$ cat src/rtl/hazard_pkg.sv
// Shared types for the hazard / forwarding controller: FSM state encoding
// and the operand forward-select codes driven to the EX-stage muxes.
package hazard_pkg;

    typedef enum logic [1:0] {
        RUN      = 2'd0,
        MEM_WAIT = 2'd1,
        FLUSH    = 2'd2
    } fsm_state_e;

    localparam logic [1:0] FWD_RF    = 2'b00;
    localparam logic [1:0] FWD_MEMWB = 2'b01;
    localparam logic [1:0] FWD_EXMEM = 2'b10;
    localparam logic [1:0] FWD_WBB   = 2'b11;

endpackage

$ cat src/rtl/sat_counter.sv
// Saturating up-counter: increments on inc, sticks at all-ones, clears on reset.
module sat_counter #(
    parameter int W = 16
) (
    input  logic         clk,
    input  logic         rst_n,
    input  logic         inc,
    output logic [W-1:0] count
);

    logic [W-1:0] count_q;
    logic [W-1:0] count_d;

    // Next count: advance only while below the saturation value
    always_comb begin
        count_d = count_q;
        if (inc && (count_q != {W{1'b1}})) begin
            count_d = count_q + {{(W-1){1'b0}}, 1'b1};
        end
    end

    // Count register
    always_ff @(posedge clk or negedge rst_n) begin
        if (!rst_n) begin
            count_q <= '0;
        end else begin
            count_q <= count_d;
        end
    end

    assign count = count_q;

endmodule

$ cat src/rtl/hazard_fwd_ctrl.sv
// Hazard detection and operand forwarding for a 5-stage pipeline.
// Forward selects are pure combinational priority muxes (EX/MEM, MEM/WB,
// then the write-back buffer). Stalls, flushes and the global freeze come
// from a small RUN / MEM_WAIT / FLUSH state machine; a branch resolved while
// the pipe is frozen is remembered and flushed once the freeze lifts.
module hazard_fwd_ctrl
    import hazard_pkg::*;
#(
    parameter  int XLEN  = 32,
    parameter  int NREG  = 32,
    parameter  int CNT_W = 16,
    localparam int RAW   = $clog2(NREG)
) (
    input  logic             i_clk,
    input  logic             i_rst_n,
    // ID stage
    input  logic [RAW-1:0]   i_rs1_IFID_addr,
    input  logic [RAW-1:0]   i_rs2_IFID_addr,
    // EX stage
    input  logic [RAW-1:0]   i_rs1_IDEX_addr,
    input  logic [RAW-1:0]   i_rs2_IDEX_addr,
    input  logic [RAW-1:0]   i_rd_waddr_IDEX,
    input  logic             i_clu_MemRead_IDEX,
    input  logic             i_branch_taken_EX,
    // MEM stage
    input  logic [RAW-1:0]   i_rd_waddr_EXMEM,
    input  logic [RAW-1:0]   i_rs2_EXMEM_addr,
    input  logic             i_clu_RegWrite_EXMEM,
    input  logic             i_clu_MemWrite_EXMEM,
    input  logic             i_clu_MemRead_EXMEM,
    input  logic             i_dmem_ready,
    // WB stage
    input  logic [RAW-1:0]   i_rd_waddr_MEMWB,
    input  logic             i_clu_RegWrite_MEMWB,
    input  logic             i_clu_MemRead_MEMWB,
    input  logic [XLEN-1:0]  i_wb_data_MEMWB,
    // Forwarding
    output logic [1:0]       o_forward_A,
    output logic [1:0]       o_forward_B,
    output logic             o_forward_store,
    output logic [XLEN-1:0]  o_wbb_data,
    // Pipeline control
    output logic             o_stall_PC,
    output logic             o_stall_IFID,
    output logic             o_bubble_IDEX,
    output logic             o_flush_IFID,
    output logic             o_flush_IDEX,
    output logic             o_freeze_all,
    // Performance counters
    output logic [CNT_W-1:0] o_stall_cnt,
    output logic [CNT_W-1:0] o_flush_cnt
);

    fsm_state_e       state_q, state_d;
    logic             pend_q, pend_d;
    logic             wbb_valid_q, wbb_valid_d;
    logic [RAW-1:0]   wbb_rd_q, wbb_rd_d;
    logic [XLEN-1:0]  wbb_data_q, wbb_data_d;

    logic             wait_cond;
    logic             load_use;
    logic             freeze;
    logic             flush;
    logic             stall;
    logic             fwd_store;

    function automatic logic [1:0] fwd_sel(
        input logic [RAW-1:0] rs,
        input logic           ex_we,
        input logic [RAW-1:0] ex_rd,
        input logic           wb_we,
        input logic [RAW-1:0] wb_rd,
        input logic           bb_v,
        input logic [RAW-1:0] bb_rd
    );
        if (ex_we && (ex_rd != '0) && (ex_rd == rs)) begin
            return FWD_EXMEM;
        end else if (wb_we && (wb_rd != '0) && (wb_rd == rs)) begin
            return FWD_MEMWB;
        end else if (bb_v && (bb_rd != '0) && (bb_rd == rs)) begin
            return FWD_WBB;
        end
        return FWD_RF;
    endfunction

    assign o_forward_A = fwd_sel(i_rs1_IDEX_addr,
                                 i_clu_RegWrite_EXMEM, i_rd_waddr_EXMEM,
                                 i_clu_RegWrite_MEMWB, i_rd_waddr_MEMWB,
                                 wbb_valid_q, wbb_rd_q);
    assign o_forward_B = fwd_sel(i_rs2_IDEX_addr,
                                 i_clu_RegWrite_EXMEM, i_rd_waddr_EXMEM,
                                 i_clu_RegWrite_MEMWB, i_rd_waddr_MEMWB,
                                 wbb_valid_q, wbb_rd_q);

    // Hazard decode, control outputs and FSM next state
    always_comb begin
        state_d   = state_q;
        pend_d    = pend_q;
        freeze    = 1'b0;
        flush     = 1'b0;
        stall     = 1'b0;
        fwd_store = 1'b0;

        wait_cond = (i_clu_MemRead_EXMEM | i_clu_MemWrite_EXMEM) & ~i_dmem_ready;
        load_use  = i_clu_MemRead_IDEX && (i_rd_waddr_IDEX != '0) &&
                    ((i_rd_waddr_IDEX == i_rs1_IFID_addr) ||
                     (i_rd_waddr_IDEX == i_rs2_IFID_addr));

        // Everything is held quiet while reset is asserted
        if (i_rst_n) begin
            freeze = (state_q == MEM_WAIT) ? ~i_dmem_ready : wait_cond;
            // Leaving a memory wait, only a branch that was seen while frozen
            // (and is still presented by the frozen EX stage) is flushed
            flush  = ~freeze & i_branch_taken_EX &
                     ((state_q != MEM_WAIT) | pend_q);
            stall  = load_use & ~flush & ~freeze;
            fwd_store = i_clu_MemWrite_EXMEM && i_clu_MemRead_MEMWB &&
                        i_clu_RegWrite_MEMWB && (i_rd_waddr_MEMWB != '0) &&
                        (i_rd_waddr_MEMWB == i_rs2_EXMEM_addr);
        end

        if (freeze && i_branch_taken_EX) begin
            pend_d = 1'b1;
        end else if (!freeze) begin
            pend_d = 1'b0;
        end

        case (state_q)
            RUN: begin
                if (wait_cond) begin
                    state_d = MEM_WAIT;
                end else if (i_branch_taken_EX) begin
                    state_d = FLUSH;
                end
            end
            MEM_WAIT: begin
                if (i_dmem_ready) begin
                    state_d = RUN;
                end
            end
            FLUSH:   state_d = RUN;
            default: state_d = RUN;
        endcase
    end

    // FSM state and deferred-branch flag
    always_ff @(posedge i_clk or negedge i_rst_n) begin
        if (!i_rst_n) begin
            state_q <= RUN;
            pend_q  <= 1'b0;
        end else begin
            state_q <= state_d;
            pend_q  <= pend_d;
        end
    end

    // Write-back buffer next value: follows MEM/WB unless the pipe is frozen
    always_comb begin
        wbb_valid_d = wbb_valid_q;
        wbb_rd_d    = wbb_rd_q;
        wbb_data_d  = wbb_data_q;
        if (!freeze) begin
            wbb_valid_d = i_clu_RegWrite_MEMWB;
            wbb_rd_d    = i_rd_waddr_MEMWB;
            wbb_data_d  = i_wb_data_MEMWB;
        end
    end

    // Write-back buffer register
    always_ff @(posedge i_clk or negedge i_rst_n) begin
        if (!i_rst_n) begin
            wbb_valid_q <= 1'b0;
            wbb_rd_q    <= '0;
            wbb_data_q  <= '0;
        end else begin
            wbb_valid_q <= wbb_valid_d;
            wbb_rd_q    <= wbb_rd_d;
            wbb_data_q  <= wbb_data_d;
        end
    end

    assign o_wbb_data      = wbb_data_q;
    assign o_forward_store = fwd_store;
    assign o_freeze_all    = freeze;
    assign o_stall_PC      = stall;
    assign o_stall_IFID    = stall;
    assign o_bubble_IDEX   = stall;
    assign o_flush_IFID    = flush;
    assign o_flush_IDEX    = flush;

    sat_counter #(.W(CNT_W)) u_stall_cnt (
        .clk   (i_clk),
        .rst_n (i_rst_n),
        .inc   (freeze | stall),
        .count (o_stall_cnt)
    );

    sat_counter #(.W(CNT_W)) u_flush_cnt (
        .clk   (i_clk),
        .rst_n (i_rst_n),
        .inc   (flush),
        .count (o_flush_cnt)
    );

endmodule

$ cat config.mk
export PLATFORM = sky130hd
export DESIGN_NAME = hazard_fwd_ctrl
export DESIGN_NICKNAME = d
export VERILOG_FILES = /design/src/rtl/hazard_pkg.sv /design/src/rtl/sat_counter.sv /design/src/rtl/hazard_fwd_ctrl.sv
export SDC_FILE = /design/constraint.sdc
export NUM_CORES = 1
export LEC_CHECK = 0
export ABC_AREA = 1
export CAP_MARGIN = 20
export CORE_MARGIN = 10
export CORE_UTILIZATION = 40
export DETAILED_ROUTE_END_ITERATION = 7
export PLACE_DENSITY_LB_ADDON = 0.2
export SETUP_SLACK_MARGIN = 0.3
export SLEW_MARGIN = 0
export SYNTH_ARGS = -nofsm -noshare
export SYNTH_HDL_FRONTEND = slang
export SYNTH_HIERARCHICAL = 1
export SYNTH_SLANG_ARGS = --single-unit
$ cat constraint.sdc
create_clock -name i_clk -period 1.9 [get_ports i_clk]
set_input_delay 0.57 -clock i_clk [delete_from_list [all_inputs] [get_ports i_clk]]
set_output_delay 0.57 -clock i_clk [all_outputs]
set_load 0.02 [all_outputs]
==> reports/qor.yml <==
ys_ff_latch: 73
drt-total-wl_um: 15710
seqPwrFrac: 0.346
htreeDepth: 3
rows: 38
critPathCapture: "o_forward_A[0]"
overflow: 0
cts_made_buffers: 9
die_y_um: 126.3
start_kind: "primary input"
cts.path.max_buffers: 2
skew_ns: 0.006617
crit_slowest_cell: "nor3_4"
total_power_mw: 5.713
fin_ws_ns: -0.2356
die_w_um: 126.3
crit-reg2reg-capture: "u_stall_cnt/count[15]"
cts_tree: "done"
cts_hold_buf: 0
r2r_slack_ns: -0.04
cpMostUsedCell: "buf_6"
ff2ff_path_depth: 17
synth_simple_gate_area_frac: 0.3870
yosys-mux-area-fraction: 0
violations: "negative setup slack"
fin_util: 0.7133
maxCapViolCount: 0
cp.required_ns: 1.33
pwr_density_cell_mw_per_mm2: 732.5
tightest_slew_ns: 0.5594
seq_area_frac_synth: 0.4044
pwr-share-comb: 0.345
yosysWarnings: 6
clkPwrFrac: 0.310
grt_max_degree: 45
hold_violations: 0
rsz0062_at_grt: "yes"
min_period_ns: 2.136
switching_share: 0.3553
synth_largest_area_cell: "dfrtp_1"
grt_pass1_vias: 4879
multi_input_area_mm2: 0.003133
syn_inst: 624
core_region_area_mm2: 0.01094
layout_commonest_cell: "nand2_1"
max_stage_delay_ns: 0.23
preCtsSetupSlack_ns: -1.102
viasPerCell: 4.895
status: "complete, but fails checks"
first_pass_iters: 4
p_int_mw: 3.684
finalSetupTns_ns: -2.178
relSlewSlack: 0.6270
setup_viol: 15
yosysTopAreaCellShare: 0.4044
gp_congestion: 0.8683
synth_compound_area_frac: 0.03878
drive_above_1_share: 0.4930
finalMaxSlewViolations: 0
power_switching_mw: 2.030
io_buffer_count: 156
drt-wirelength-per-cell_um: 15.78
diodes: 0
synth_top_family_by_area: "simple AND/OR/NAND/NOR gates"
synth.area.top_cells: "dfrtp_1, nand2_1, xnor2_1"
cp_cell_sequence: "clkdlybuf4s15_2 -> xnor2_1 -> nand2_1 -> nor3_4 -> buf_6 -> a21oi_4 -> buf_6"
register_area_mm2: 0.001843
antenna_found_initial: 0
synth_nets: 708
ir_drop_v: 0.0005499
critPathKind: "primary input to output port"
rr_startpoint: "state_q[1]"
root_buffer: "clkbuf_16"
min_period_over_period: 1.124
synth_area_per_cell_um2: 7.239
mostFrequentLayoutCells: "nand2_1, nand2_2, dfrtp_1"
hold_class: "primary input to asynchronous set/reset pin"
die_area_mm2: 0.01594
timing.hold.ws_ns: 0.2262
num_vias: 4875
grt_pass1_wl_um: 24210
drc: 0
synth.distinct_cells: 26
nFillCells: 871
synthXorXnorAreaFrac: 0.09307
num-nets-final: 935
dp_hpwl_um: 10880
ios: 157
clock-sinks: 73
cp_data_arrival_time_ns: 1.57
start_util: 0.4130
synth_area_mm2: 0.004517
synth_fa_ha_area_frac: 0.005540
fmax_mhz: 468.3
grt_usage: 0.1824
syn2layout_area_growth_pct: 72.69
end_kind: "output port"
cp_max_fo: 4
ant_nets: 0
cellLeakagePower_nw: 3.837
drtIter0Drc: 282
clk_pin_slew_worst_paths_ns: 0.06
startpoint: "i_rs1_IDEX_addr[1]"
clk_latency_ns: 0.33
==> worst min path at each step <==
stage | depth (start not counted) | startpoint | endpoint | slack (ns)
floorplan | 0 | i_rst_n | o_wbb_data[0] | 0.27
global placement | 1 | state_q[0] | state_q[1] | 0.44
detailed placement | 2 | o_wbb_data[8] | o_wbb_data[8] | 0.46
CTS | 2 | i_rst_n | state_q[1] | 0.21
global route | 2 | i_rst_n | state_q[1] | 0.22
finish | 2 | i_rst_n | state_q[0] | 0.23
==> cells in the mapped netlist <==
cell,n
nand2_1,269
a22o_1,1
xnor2_1,27
nand2_2,10
nor3_1,4
buf_4,4
o22ai_1,1
nor2_2,7
o21ai_0,23
inv_2,4
a21oi_1,2
nand3_1,27
buf_6,7
nor2_8,1
nor2_4,8
nand4_1,11
nand4_4,2
o21ai_2,4
clkbuf_2,2
xor2_1,21
buf_2,3
inv_1,46
dfrtp_1,73
nand3b_1,3
ha_1,2
nor2_1,62
==> state kept, by name, summed over array words and instances (netlist names) <==
signal             flops
pend_q                 1
u_stall_cnt/count     16
state_q                2
o_wbb_data            32
u_flush_cnt/count     16
wbb_valid_q            1
wbb_rd_q               5
==> power groups by stage <==
stage / combinational, mW / sequential [mW] / clock [mW]
floorplan: 0.629 / 2.19 / 0
global placement: 1.63 / 2.00 / 0
detailed placement: 1.66 / 2.00 / 0
CTS: 1.77 / 1.94 / 1.82
global route: 2.13 / 2.01 / 1.88
finish: 1.97 / 1.97 / 1.77
==> critical path: cells and delay by family <==
family	cells	cell delay [ns]
buffers and inverters	3	0.48
and+or+nand+nor	2	0.34
xor gates and xnor gates	1	0.15
AOI/OAI and AO/OA	1	0.03
==> final cells by class <==
class,instances,share of cell area
multi-input combinational,487,0.4017
timing repair buffer,230,0.2729
sequential,73,0.2363
clock buffer,9,0.02887
inverter,50,0.02695
tap,140,0.02246
clock inverter,7,0.01091
==> timing repair <==
| action | CTS | global route |
|---|---|---|
| setup buffers | 24 | 4 |
| setup endpoints to repair | 146 | 100 |
| gates resized for setup | 494 | 205 |
| pin swaps | 100 | 91 |
| gates cloned | 1 | 10 |
==> layer usage <==
metal  up-vias  GRT usage  routed length (µm)
met2       119     0.3215                8153
li1       2390          -                   -
met4         0    0.05358                 235
met3        18    0.05663                 814
met5         -          0                   0
met1      2348     0.2066                6508
==> cells by family after synthesis <==
logic type	Yosys count
AO/OA/AOI/OAI	31
XOR/XNOR	48
adder cells (fa/ha/maj)	2
buffers and inverters	66
flip-flops	73
AND/OR/NAND/NOR	404
==> through the flow <==
stage | cells | cell area, µm²
after floorplan | 624 | 4678
after global placement | 941 | 6540
after detailed placement | 941 | 6540
after CTS | 982 | 7217
after global routing | 996 | 7800
final | 996 | 7800
(Power assumes the default switching activity.)
